--- config.mk ---
export PLATFORM = sky130hd
export DESIGN_NAME = rectifier_deadtime_flat
export DESIGN_NICKNAME = d
export VERILOG_FILES = /design/src/rtl/rectifier_deadtime_if.sv /design/src/rtl/rectifier_deadtime.sv /design/src/flat_wrapper.sv
export SDC_FILE = /design/constraint.sdc
export NUM_CORES = 1
export LEC_CHECK = 0
export CAP_MARGIN = 40
export CORE_MARGIN = 8
export CORE_UTILIZATION = 30
export DETAILED_ROUTE_END_ITERATION = 8
export PLACE_DENSITY = 0.45
export REMOVE_ABC_BUFFERS = 1
export SLEW_MARGIN = 10
export SYNTH_ARGS = -nofsm -noshare
export SYNTH_HDL_FRONTEND = slang
export SYNTH_SLANG_ARGS = --single-unit
--- constraint.sdc ---
create_clock -name sysclk -period 2.41 [get_ports sysclk]
set_clock_uncertainty 0.2 [all_clocks]
set_input_delay 0.482 -clock sysclk [delete_from_list [all_inputs] [get_ports sysclk]]
set_output_delay 0.482 -clock sysclk [all_outputs]
set_load 0.01 [all_outputs]
--- src/rtl/rectifier_deadtime_if.sv ---
`default_nettype none
// ============================================================================
// Module      : rectifier_deadtime_if
// Description : Request, shutdown and gate-drive signal bundle for the
//               three-leg rectifier dead-time generator.
// Revision    : 1.0  initial release
// ============================================================================
interface rectifier_deadtime_if;
    // Raw switching requests, one p/n pair per leg
    logic       Sap;
    logic       San;
    logic       Sbp;
    logic       Sbn;
    logic       Scp;
    logic       Scn;
    // Shutdown (low = all gates off) and fault clear strobe
    logic       SD;
    logic       fault_clr;
    // Gate drives with dead time inserted
    logic       Gap;
    logic       Gan;
    logic       Gbp;
    logic       Gbn;
    logic       Gcp;
    logic       Gcn;
    // Status
    logic       fault;
    logic [2:0] fault_leg;
    logic [2:0] dt_active;

    // Request source side (controller / testbench)
    modport master (
        output Sap, San, Sbp, Sbn, Scp, Scn, SD, fault_clr,
        input  Gap, Gan, Gbp, Gbn, Gcp, Gcn, fault, fault_leg, dt_active
    );

    // Dead-time generator side
    modport slave (
        input  Sap, San, Sbp, Sbn, Scp, Scn, SD, fault_clr,
        output Gap, Gan, Gbp, Gbn, Gcp, Gcn, fault, fault_leg, dt_active
    );
endinterface
`default_nettype wire

--- src/rtl/rectifier_deadtime.sv ---
`default_nettype none
// ============================================================================
// Module      : rectifier_deadtime
// Description : Three independent leg FSMs that turn raw p/n switching
//               requests into registered gate drives with a fixed dead time
//               on every ON->OFF exit, plus sticky shoot-through fault flags.
// Revision    : 1.0  initial release
// ============================================================================
module rectifier_deadtime #(
    parameter int              DT_W      = 10,
    parameter logic [DT_W-1:0] DT_CYCLES = DT_W'(100)
) (
    input  wire logic          sysclk,
    input  wire logic          global_rst,
    rectifier_deadtime_if.slave bus
);

    typedef enum logic [1:0] {
        ST_IDLE = 2'd0,
        ST_P_ON = 2'd1,
        ST_N_ON = 2'd2,
        ST_DEAD = 2'd3
    } leg_state_e;

    logic [2:0] req_p;
    logic [2:0] req_n;
    logic [2:0] illegal;
    logic       blocked;

    logic [2:0] fault_leg_q;
    logic [2:0] fault_leg_d;
    logic       fault_q;
    logic       fault_d;

    logic [2:0] gate_p;
    logic [2:0] gate_n;
    logic [2:0] dead;

    assign req_p = {bus.Scp, bus.Sbp, bus.Sap};
    assign req_n = {bus.Scn, bus.Sbn, bus.San};

    // Shoot-through detection and blocking condition shared by all legs
    always_comb begin
        illegal = req_p & req_n;
        blocked = ~bus.SD | fault_q;
        // A new illegal request takes priority over a simultaneous clear
        fault_leg_d = (fault_leg_q & ~{3{bus.fault_clr}}) | illegal;
        // Registered OR of the next per-leg bits keeps fault == |fault_leg
        fault_d = |fault_leg_d;
    end

    // Sticky fault flags
    always_ff @(posedge sysclk or negedge global_rst) begin
        if (!global_rst) begin
            fault_leg_q <= 3'b000;
            fault_q     <= 1'b0;
        end else begin
            fault_leg_q <= fault_leg_d;
            fault_q     <= fault_d;
        end
    end

    for (genvar i = 0; i < 3; i++) begin : g_leg
        leg_state_e      state_q;
        leg_state_e      state_d;
        logic [DT_W-1:0] cnt_q;
        logic [DT_W-1:0] cnt_d;
        logic            gp_q;
        logic            gp_d;
        logic            gn_q;
        logic            gn_d;
        logic            dt_q;
        logic            dt_d;
        logic            want_p;
        logic            want_n;

        // Next state, counter and registered outputs for this leg
        always_comb begin
            // Illegal (p=n=1) and blocked both decode as OFF
            want_p  = req_p[i] & ~req_n[i] & ~blocked;
            want_n  = req_n[i] & ~req_p[i] & ~blocked;
            state_d = state_q;
            cnt_d   = cnt_q;
            case (state_q)
                ST_IDLE: begin
                    if (want_p) begin
                        state_d = ST_P_ON;
                    end else if (want_n) begin
                        state_d = ST_N_ON;
                    end
                end
                ST_P_ON: begin
                    // Any change, even a glitch back to P, costs a full dead time
                    if (!want_p) begin
                        state_d = ST_DEAD;
                        cnt_d   = DT_CYCLES;
                    end
                end
                ST_N_ON: begin
                    if (!want_n) begin
                        state_d = ST_DEAD;
                        cnt_d   = DT_CYCLES;
                    end
                end
                ST_DEAD: begin
                    if (cnt_q <= DT_W'(1)) begin
                        cnt_d = '0;
                        if (want_p) begin
                            state_d = ST_P_ON;
                        end else if (want_n) begin
                            state_d = ST_N_ON;
                        end else begin
                            state_d = ST_IDLE;
                        end
                    end else begin
                        cnt_d = cnt_q - DT_W'(1);
                    end
                end
                default: begin
                    state_d = ST_IDLE;
                    cnt_d   = '0;
                end
            endcase
            gp_d = (state_d == ST_P_ON);
            gn_d = (state_d == ST_N_ON);
            dt_d = (state_d == ST_DEAD);
        end

        // Leg state and output registers
        always_ff @(posedge sysclk or negedge global_rst) begin
            if (!global_rst) begin
                state_q <= ST_IDLE;
                cnt_q   <= '0;
                gp_q    <= 1'b0;
                gn_q    <= 1'b0;
                dt_q    <= 1'b0;
            end else begin
                state_q <= state_d;
                cnt_q   <= cnt_d;
                gp_q    <= gp_d;
                gn_q    <= gn_d;
                dt_q    <= dt_d;
            end
        end

        assign gate_p[i] = gp_q;
        assign gate_n[i] = gn_q;
        assign dead[i]   = dt_q;
    end

    assign bus.Gap       = gate_p[0];
    assign bus.Gan       = gate_n[0];
    assign bus.Gbp       = gate_p[1];
    assign bus.Gbn       = gate_n[1];
    assign bus.Gcp       = gate_p[2];
    assign bus.Gcn       = gate_n[2];
    assign bus.fault     = fault_q;
    assign bus.fault_leg = fault_leg_q;
    assign bus.dt_active = dead;

endmodule
`default_nettype wire

--- src/flat_wrapper.sv ---
// flat-port wrapper written by rule: the top's interface ports become plain ports
module rectifier_deadtime_flat 
#(
    parameter int              DT_W      = 10,
    parameter logic [DT_W-1:0] DT_CYCLES = DT_W'(100)
)
  (sysclk, global_rst, bus_Sap, bus_San, bus_Sbp, bus_Sbn, bus_Scp, bus_Scn, bus_SD, bus_fault_clr, bus_Gap, bus_Gan, bus_Gbp, bus_Gbn, bus_Gcp, bus_Gcn, bus_fault, bus_fault_leg, bus_dt_active);
  rectifier_deadtime_if bus_i ();
  input  wire logic sysclk;
  input  wire logic global_rst;
  input wire logic [$bits(bus_i.Sap)-1:0] bus_Sap;
  input wire logic [$bits(bus_i.San)-1:0] bus_San;
  input wire logic [$bits(bus_i.Sbp)-1:0] bus_Sbp;
  input wire logic [$bits(bus_i.Sbn)-1:0] bus_Sbn;
  input wire logic [$bits(bus_i.Scp)-1:0] bus_Scp;
  input wire logic [$bits(bus_i.Scn)-1:0] bus_Scn;
  input wire logic [$bits(bus_i.SD)-1:0] bus_SD;
  input wire logic [$bits(bus_i.fault_clr)-1:0] bus_fault_clr;
  output wire logic [$bits(bus_i.Gap)-1:0] bus_Gap;
  output wire logic [$bits(bus_i.Gan)-1:0] bus_Gan;
  output wire logic [$bits(bus_i.Gbp)-1:0] bus_Gbp;
  output wire logic [$bits(bus_i.Gbn)-1:0] bus_Gbn;
  output wire logic [$bits(bus_i.Gcp)-1:0] bus_Gcp;
  output wire logic [$bits(bus_i.Gcn)-1:0] bus_Gcn;
  output wire logic [$bits(bus_i.fault)-1:0] bus_fault;
  output wire logic [$bits(bus_i.fault_leg)-1:0] bus_fault_leg;
  output wire logic [$bits(bus_i.dt_active)-1:0] bus_dt_active;
  assign bus_i.Sap = bus_Sap;
  assign bus_i.San = bus_San;
  assign bus_i.Sbp = bus_Sbp;
  assign bus_i.Sbn = bus_Sbn;
  assign bus_i.Scp = bus_Scp;
  assign bus_i.Scn = bus_Scn;
  assign bus_i.SD = bus_SD;
  assign bus_i.fault_clr = bus_fault_clr;
  assign bus_Gap = bus_i.Gap;
  assign bus_Gan = bus_i.Gan;
  assign bus_Gbp = bus_i.Gbp;
  assign bus_Gbn = bus_i.Gbn;
  assign bus_Gcp = bus_i.Gcp;
  assign bus_Gcn = bus_i.Gcn;
  assign bus_fault = bus_i.fault;
  assign bus_fault_leg = bus_i.fault_leg;
  assign bus_dt_active = bus_i.dt_active;
  rectifier_deadtime #(.DT_W(DT_W), .DT_CYCLES(DT_CYCLES)) u_core (.sysclk(sysclk), .global_rst(global_rst), .bus(bus_i));
endmodule
# After elaboration in Yosys (flattened, before gate mapping)
# Index checks and enable logic that the tools add are counted.
[word_totals]
ff_bits = 49
in_bits = 10
word_cells = 118
[classes]
add_sub_neg = 3
magnitude_cmp = 3
n_eq_ne = 24
muxes = 36
n_bitwise = 25
reduce_logical = 10
[op_table]
columns = ["op", "count"]
rows = [
  ["10-bit two-way mux", 9],
  ["10-bit one-hot mux with 3 select lines", 3],
  ["2-bit two-way mux", 21],
  ["10-bit by 1-bit <= comparator with 1-bit output, second input constant", 3],
  ["10-bit by 1-bit subtractor with 10-bit output, second input constant", 3],
  ["2-bit equality test, second input constant", 12],
  ["2-bit one-hot mux with 4 select lines", 3],
  ["1-bit AND", 12],
  ["2-bit by 1-bit equality test with 1-bit output, second input constant", 6],
  ["2-bit inequality test, second input constant", 6],
  ["3-bit AND reduction", 3],
  ["3-bit nonzero test", 3],
  ["1-bit NOT", 8],
  ["3-bit AND", 2],
  ["2-bit zero test", 3],
  ["3-bit NOT", 1],
  ["3-bit OR", 1],
  ["3-bit OR reduction", 1],
  ["1-bit OR", 1],
]

# Logic depth before layout (Yosys ltp)
[logic_depth]
depth_word = 9
mapped_depth = 8
depth_no_buf = 7

# Worst setup path after synthesis
# Ideal clock, no wire load.
[synth_timing]
kind = "register to register"
start = "register u_core.g_leg[1].cnt_q[6]"
end = "register u_core.g_leg[1].state_q[1]"
arrival_ns = 2.025
t_required_ns = 2.084
slack_ns = 0.059
path_stages_with_launch = 7
path_buffers = 1
synth_period_minus_slack_ns = 2.351
cell_sequence = "dfrtp_1 -> or4_4 -> or4_4 -> or2_1 -> buf_6 -> a21oi_2 -> o22ai_1"
[synth_via]
elab_chain_len = 3
[synth_lines]
columns = ["element", "line", "text"]
rows = [
  ["start: declaration", "rectifier_deadtime.sv:66", "logic [DT_W-1:0] cnt_q;"],
  ["start signal: assignment", "rectifier_deadtime.sv:139", "cnt_q <= cnt_d;"],
  ["10-bit by 1-bit <= comparator with 1-bit output", "rectifier_deadtime.sv:106", "if (cnt_q <= DT_W'(1)) begin"],
  ["2-bit two-way mux", "rectifier_deadtime.sv:106", ""],
  ["2-bit one-hot mux with 4 select lines", "rectifier_deadtime.sv:84", "case (state_q)"],
  ["via u_core.g_leg[1].state_d[1]", "rectifier_deadtime.sv:65", "leg_state_e state_d;"],
  ["end signal: assignment", "rectifier_deadtime.sv:138", "state_q <= state_d;"],
  ["end: declaration", "rectifier_deadtime.sv:64", "leg_state_e state_q;"],
]
# The timed path passes the listed nets, and every way through them passes these cells.
# A chain may end at the register's enable or synchronous reset.

# Final worst setup path
[layout_timing]
start = "register u_core.g_leg[2].cnt_q[8]"
end = "register u_core.g_leg[2].cnt_q[2]"
[layout_via]
elab_chain_len = 3
[layout_lines]
columns = ["element", "line"]
rows = [
  ["start: declaration", "rectifier_deadtime.sv:66"],
  ["start signal: assignment", "rectifier_deadtime.sv:139"],
  ["10-bit by 1-bit <= comparator with 1-bit output", "rectifier_deadtime.sv:106"],
  ["10-bit two-way mux", "rectifier_deadtime.sv:106"],
  ["10-bit one-hot mux with 3 select lines", "rectifier_deadtime.sv:84"],
]
# Every way passes these cells.

==> impl_metrics.py <==
metrics = {
    "grt": {
        "grt_max_degree": 50,
        "grtUsageMet3_pct": 2.38,
        "grt_util_all_layers_pct": 11.0,
        "grt_pass1_vias": 2103,
        "gr-total-overflow": 0,
        "grtUsageMet2_pct": 17.3,
        "antenna_found_initial": 0,
        "grt_pass1_wl_um": 10400,
        "use_met1_pct": 14.6,
        "gr-max-usage-layer": "met2",
    },
    "synthesis": {
        "ys_top_cells_by_area": "dfrtp_1 (48%), o21ai_0 (6.7%), nand2_1 (3.5%), ha_1 (2.9%), nor2_1 (2.8%)",
        "synth_enable_flop_cells": 0,
        "yosysMostFrequentCell": "dfrtp_1",
        "synth_top_area_cell": "dfrtp_1",
        "synth-seq-cells": 49,
        "ys_warn_count": 0,
        "synthTopCellsByCount": "dfrtp_1 (49), o21ai_0 (34), nand2_1 (24)",
        "syn_area_per_cell_um2": 9.55,
        "syn_area_mm2": 0.00255,
        "yosysSeqAreaShare_pct": 48.1,
        "ys.flop_type": "dfrtp_1",
        "ys_types": 49,
        "synth_top_area_share_pct": 48.1,
        "netlist_instances": 267,
        "async_flop_share_pct": 100,
    },
    "power_and_ir_drop": {
        "p_leak_nw": 1.32,
        "p_comb_share_pct": 43.1,
        "clockPowerShare_pct": 15.0,
        "internal_power_w": 0.00199,
        "peakVddDrop_uv": 459,
        "p_switching_w": 0.00119,
        "pwr-share-seq_pct": 41.9,
        "p_per_area_mw_per_mm2": 1010,
        "swShare_pct": 37.5,
    },
    "cells_and_area": {
        "drive_gt1_share_pct": 16.4,
        "diodes": 0,
        "seq_area_mm2": 0.00123,
        "fillers": 815,
        "multi_input_comb_area_mm2": 0.00121,
        "design_area_mm2": 0.00316,
        "stdcell_count": 423,
        "finalNetCount": 333,
        "area_growth_pct": 24.2,
    },
    "timing": {
        "finalSetupViolCount": 0,
        "hold_violations": 0,
        "slew_viol_final": 0,
        "worstMarginPinSlew_ns": 0.636,
        "min_period_over_period_pct": 94.8,
        "fmax_ghz": 0.438,
        "slew_headroom_pct": 57.6,
        "min_period_ns": 2.29,
        "setup_slack_ns": 0.125,
        "worst_hold_slack_ns": 0.0680,
    },
    "setup_path": {
        "slowest_delay_ns": 0.57,
        "cp_slowest_cell": "or4_1",
        "path_class": "flip-flop to flip-flop",
        "critPathMaxFanout": 4,
        "path_cells": "or4_1 > nor4_1 > buf_4 > o21ai_1 > and3_1 > a22o_1",
        "required_ns": 2.41,
        "cp.buffers_inverters": 1,
        "worst_setup_path_start_kind": "flip-flop",
        "arrival_ns": 2.29,
        "path_delay_family": "simple AND/OR/NAND/NOR gates",
        "cp-end-kind": "flip-flop",
    },
    "clocking": {
        "htree_levels": 2,
        "cts_root_buf": "clkbuf_8",
        "cts_tree": "yes",
        "clock_sinks": 49,
        "cts-buffers-inserted": 5,
        "clk_path_buf_depth": 2,
        "clkSlewWorstSetupHoldPaths_ns": 0.09,
        "insertion_delay_ns": 0.31,
    },
    "min_path": {
        "min_path_type": "primary input to async pin",
    },
    "drt": {
        "via_count": 2102,
        "ant_nets": 0,
        "via_per_inst": 4.97,
        "drc": 0,
        "drtPass1Iterations": 5,
        "routedWlPerCell_um": 14.0,
        "drtIter0Drc": 70,
        "wl_um": 5920,
    },
    "floorplan": {
        "chipWidth_um": 108,
        "dieHeight_um": 108,
        "io_pins": 23,
        "coreArea_mm2": 0.00822,
        "die_area_mm2": 0.0117,
        "initial_core_util_pct": 31.0,
        "rows": 33,
    },
    "placed_design": {
        "placed_area_mm2": 0.00304,
        "port-buffer-count": 22,
        "dp_slack_ns": -0.0114,
        "dpl.cell_count": 412,
        "gp_congestion": 0.713,
        "dpl.hpwl_um": 4280,
    },
    "status": {
        "status": "completed",
    },
    "flow_run": {
        "maxCapViolCount": 0,
    },
}
[path summary, 6_finish.rpt]
check	start	slack, ns	end	cells after the start
max reg2reg	u_core.g_leg[2].cnt_q[8]$_DFFE_PN0P_	0.12	u_core.g_leg[2].cnt_q[2]$_DFFE_PN0P_	6
min	global_rst	0.07	u_core.bus.Gbn$_DFF_PN0_	2
min reg2reg	u_core.g_leg[0].cnt_q[9]$_DFFE_PN0P_	0.28	u_core.g_leg[0].cnt_q[9]$_DFFE_PN0P_	1
max	u_core.g_leg[2].cnt_q[8]$_DFFE_PN0P_	0.12	u_core.g_leg[2].cnt_q[2]$_DFFE_PN0P_	6
max in group asynchronous	global_rst	1.50	u_core.g_leg[0].cnt_q[9]$_DFFE_PN0P_	2
min in group sysclk	u_core.g_leg[0].cnt_q[9]$_DFFE_PN0P_	0.28	u_core.g_leg[0].cnt_q[9]$_DFFE_PN0P_	1
[per-stage QoR]
step / utilization, % / setup TNS, ns / total power [W]
after global routing: 38.5 / -0.0201 / 0.00350
final: 38.5 / 0 / 0.00319
after global placement: 37.0 / 0 / 0.00267
after detailed placement: 37.0 / -0.0258 / 0.00268
after CTS: 38.0 / 0 / 0.00317
after floorplan: - / -1.45 / 0.00217
[layout by cell type, fill, tap and decap left out, types with 2 or more instances in the layout]
cell type	netlist	final
dfrtp_1	49	49
o21ai_0	34	34
buf_4	3	31
nand2_1	24	24
clkdlybuf4s50_1	0	21
nor2_1	19	19
inv_1	16	16
a21oi_1	14	14
nor3_1	7	7
o31ai_1	7	7
or3_1	6	6
nor4_1	6	6
ha_1	6	6
nand3b_1	5	5
a22o_1	5	5
clkbuf_8	0	5
and2_1	4	4
xor2_1	4	4
nor2b_1	3	3
or4_4	2	3
o22ai_1	3	3
o21bai_1	3	3
o221a_2	3	3
nand2b_1	3	3
clkbuf_1	5	3
a21o_1	2	2
nand4bb_1	2	2
o21ai_1	2	2
nand3_1	2	2
o41ai_2	1	2
o41ai_1	3	2
xnor2_1	2	2
a41o_1	2	2
[final cells by class]
type	count	share of cell area, %
multi-input cells	191	38.2
clock buffers	8	2.53
well taps	105	4.15
repair buffers	54	14.5
flip-flops and latches	49	38.8
inverters	16	1.90
[timing repair]
action / CTS / global route
endpoints found under the setup margin: 0 / 8
buffers inserted: 0 / 2
gates resized for setup: 0 / 3
hold buffers: 0 / 0
[power groups by stage]
| stage | clock network (W) | registers (W) | logic [W] |
|---|---|---|---|
| after floorplan | 0 | 0.00133 | 0.000835 |
| after global placement | 0 | 0.00135 | 0.00131 |
| after detailed placement | 0 | 0.00134 | 0.00133 |
| after CTS | 0.000503 | 0.00133 | 0.00134 |
| after global routing | 0.000531 | 0.00139 | 0.00158 |
| final | 0.000478 | 0.00134 | 0.00137 |
[state kept, by name, indices dropped and copies added, names as in the netlist]
register	flops
u_core.g_leg.dt_q	3
u_core.bus.Gbp	1
u_core.bus.fault	1
u_core.bus.Gan	1
u_core.g_leg.state_q	6
u_core.bus.Gap	1
u_core.bus.Gcp	1
u_core.bus.Gcn	1
u_core.bus.Gbn	1
u_core.bus.fault_leg	3
u_core.g_leg.cnt_q	30
[cells by family (layout without fill, tap and decap cells)]
family,Yosys count,count (layout),synth area share (%)
adders and majority gates,6,6,2.95
DFF,49,49,48.1
and+or+nand+nor,91,91,19.0
buffers and inverters,27,78,5.06
AOI/OAI and AO/OA,88,88,22.8
xor gates and xnor gates,6,6,2.06
[per-layer routing]
layer	wire length [µm]	share of wire, %	vias to the layer above
met3	209	3.5	7
met1	2950	50	1000
met4	72	1.2	0
met2	2690	45	27
met5	0	0	-
li1	-	-	1068
Note: power is estimated with default switching activity, not from simulation.
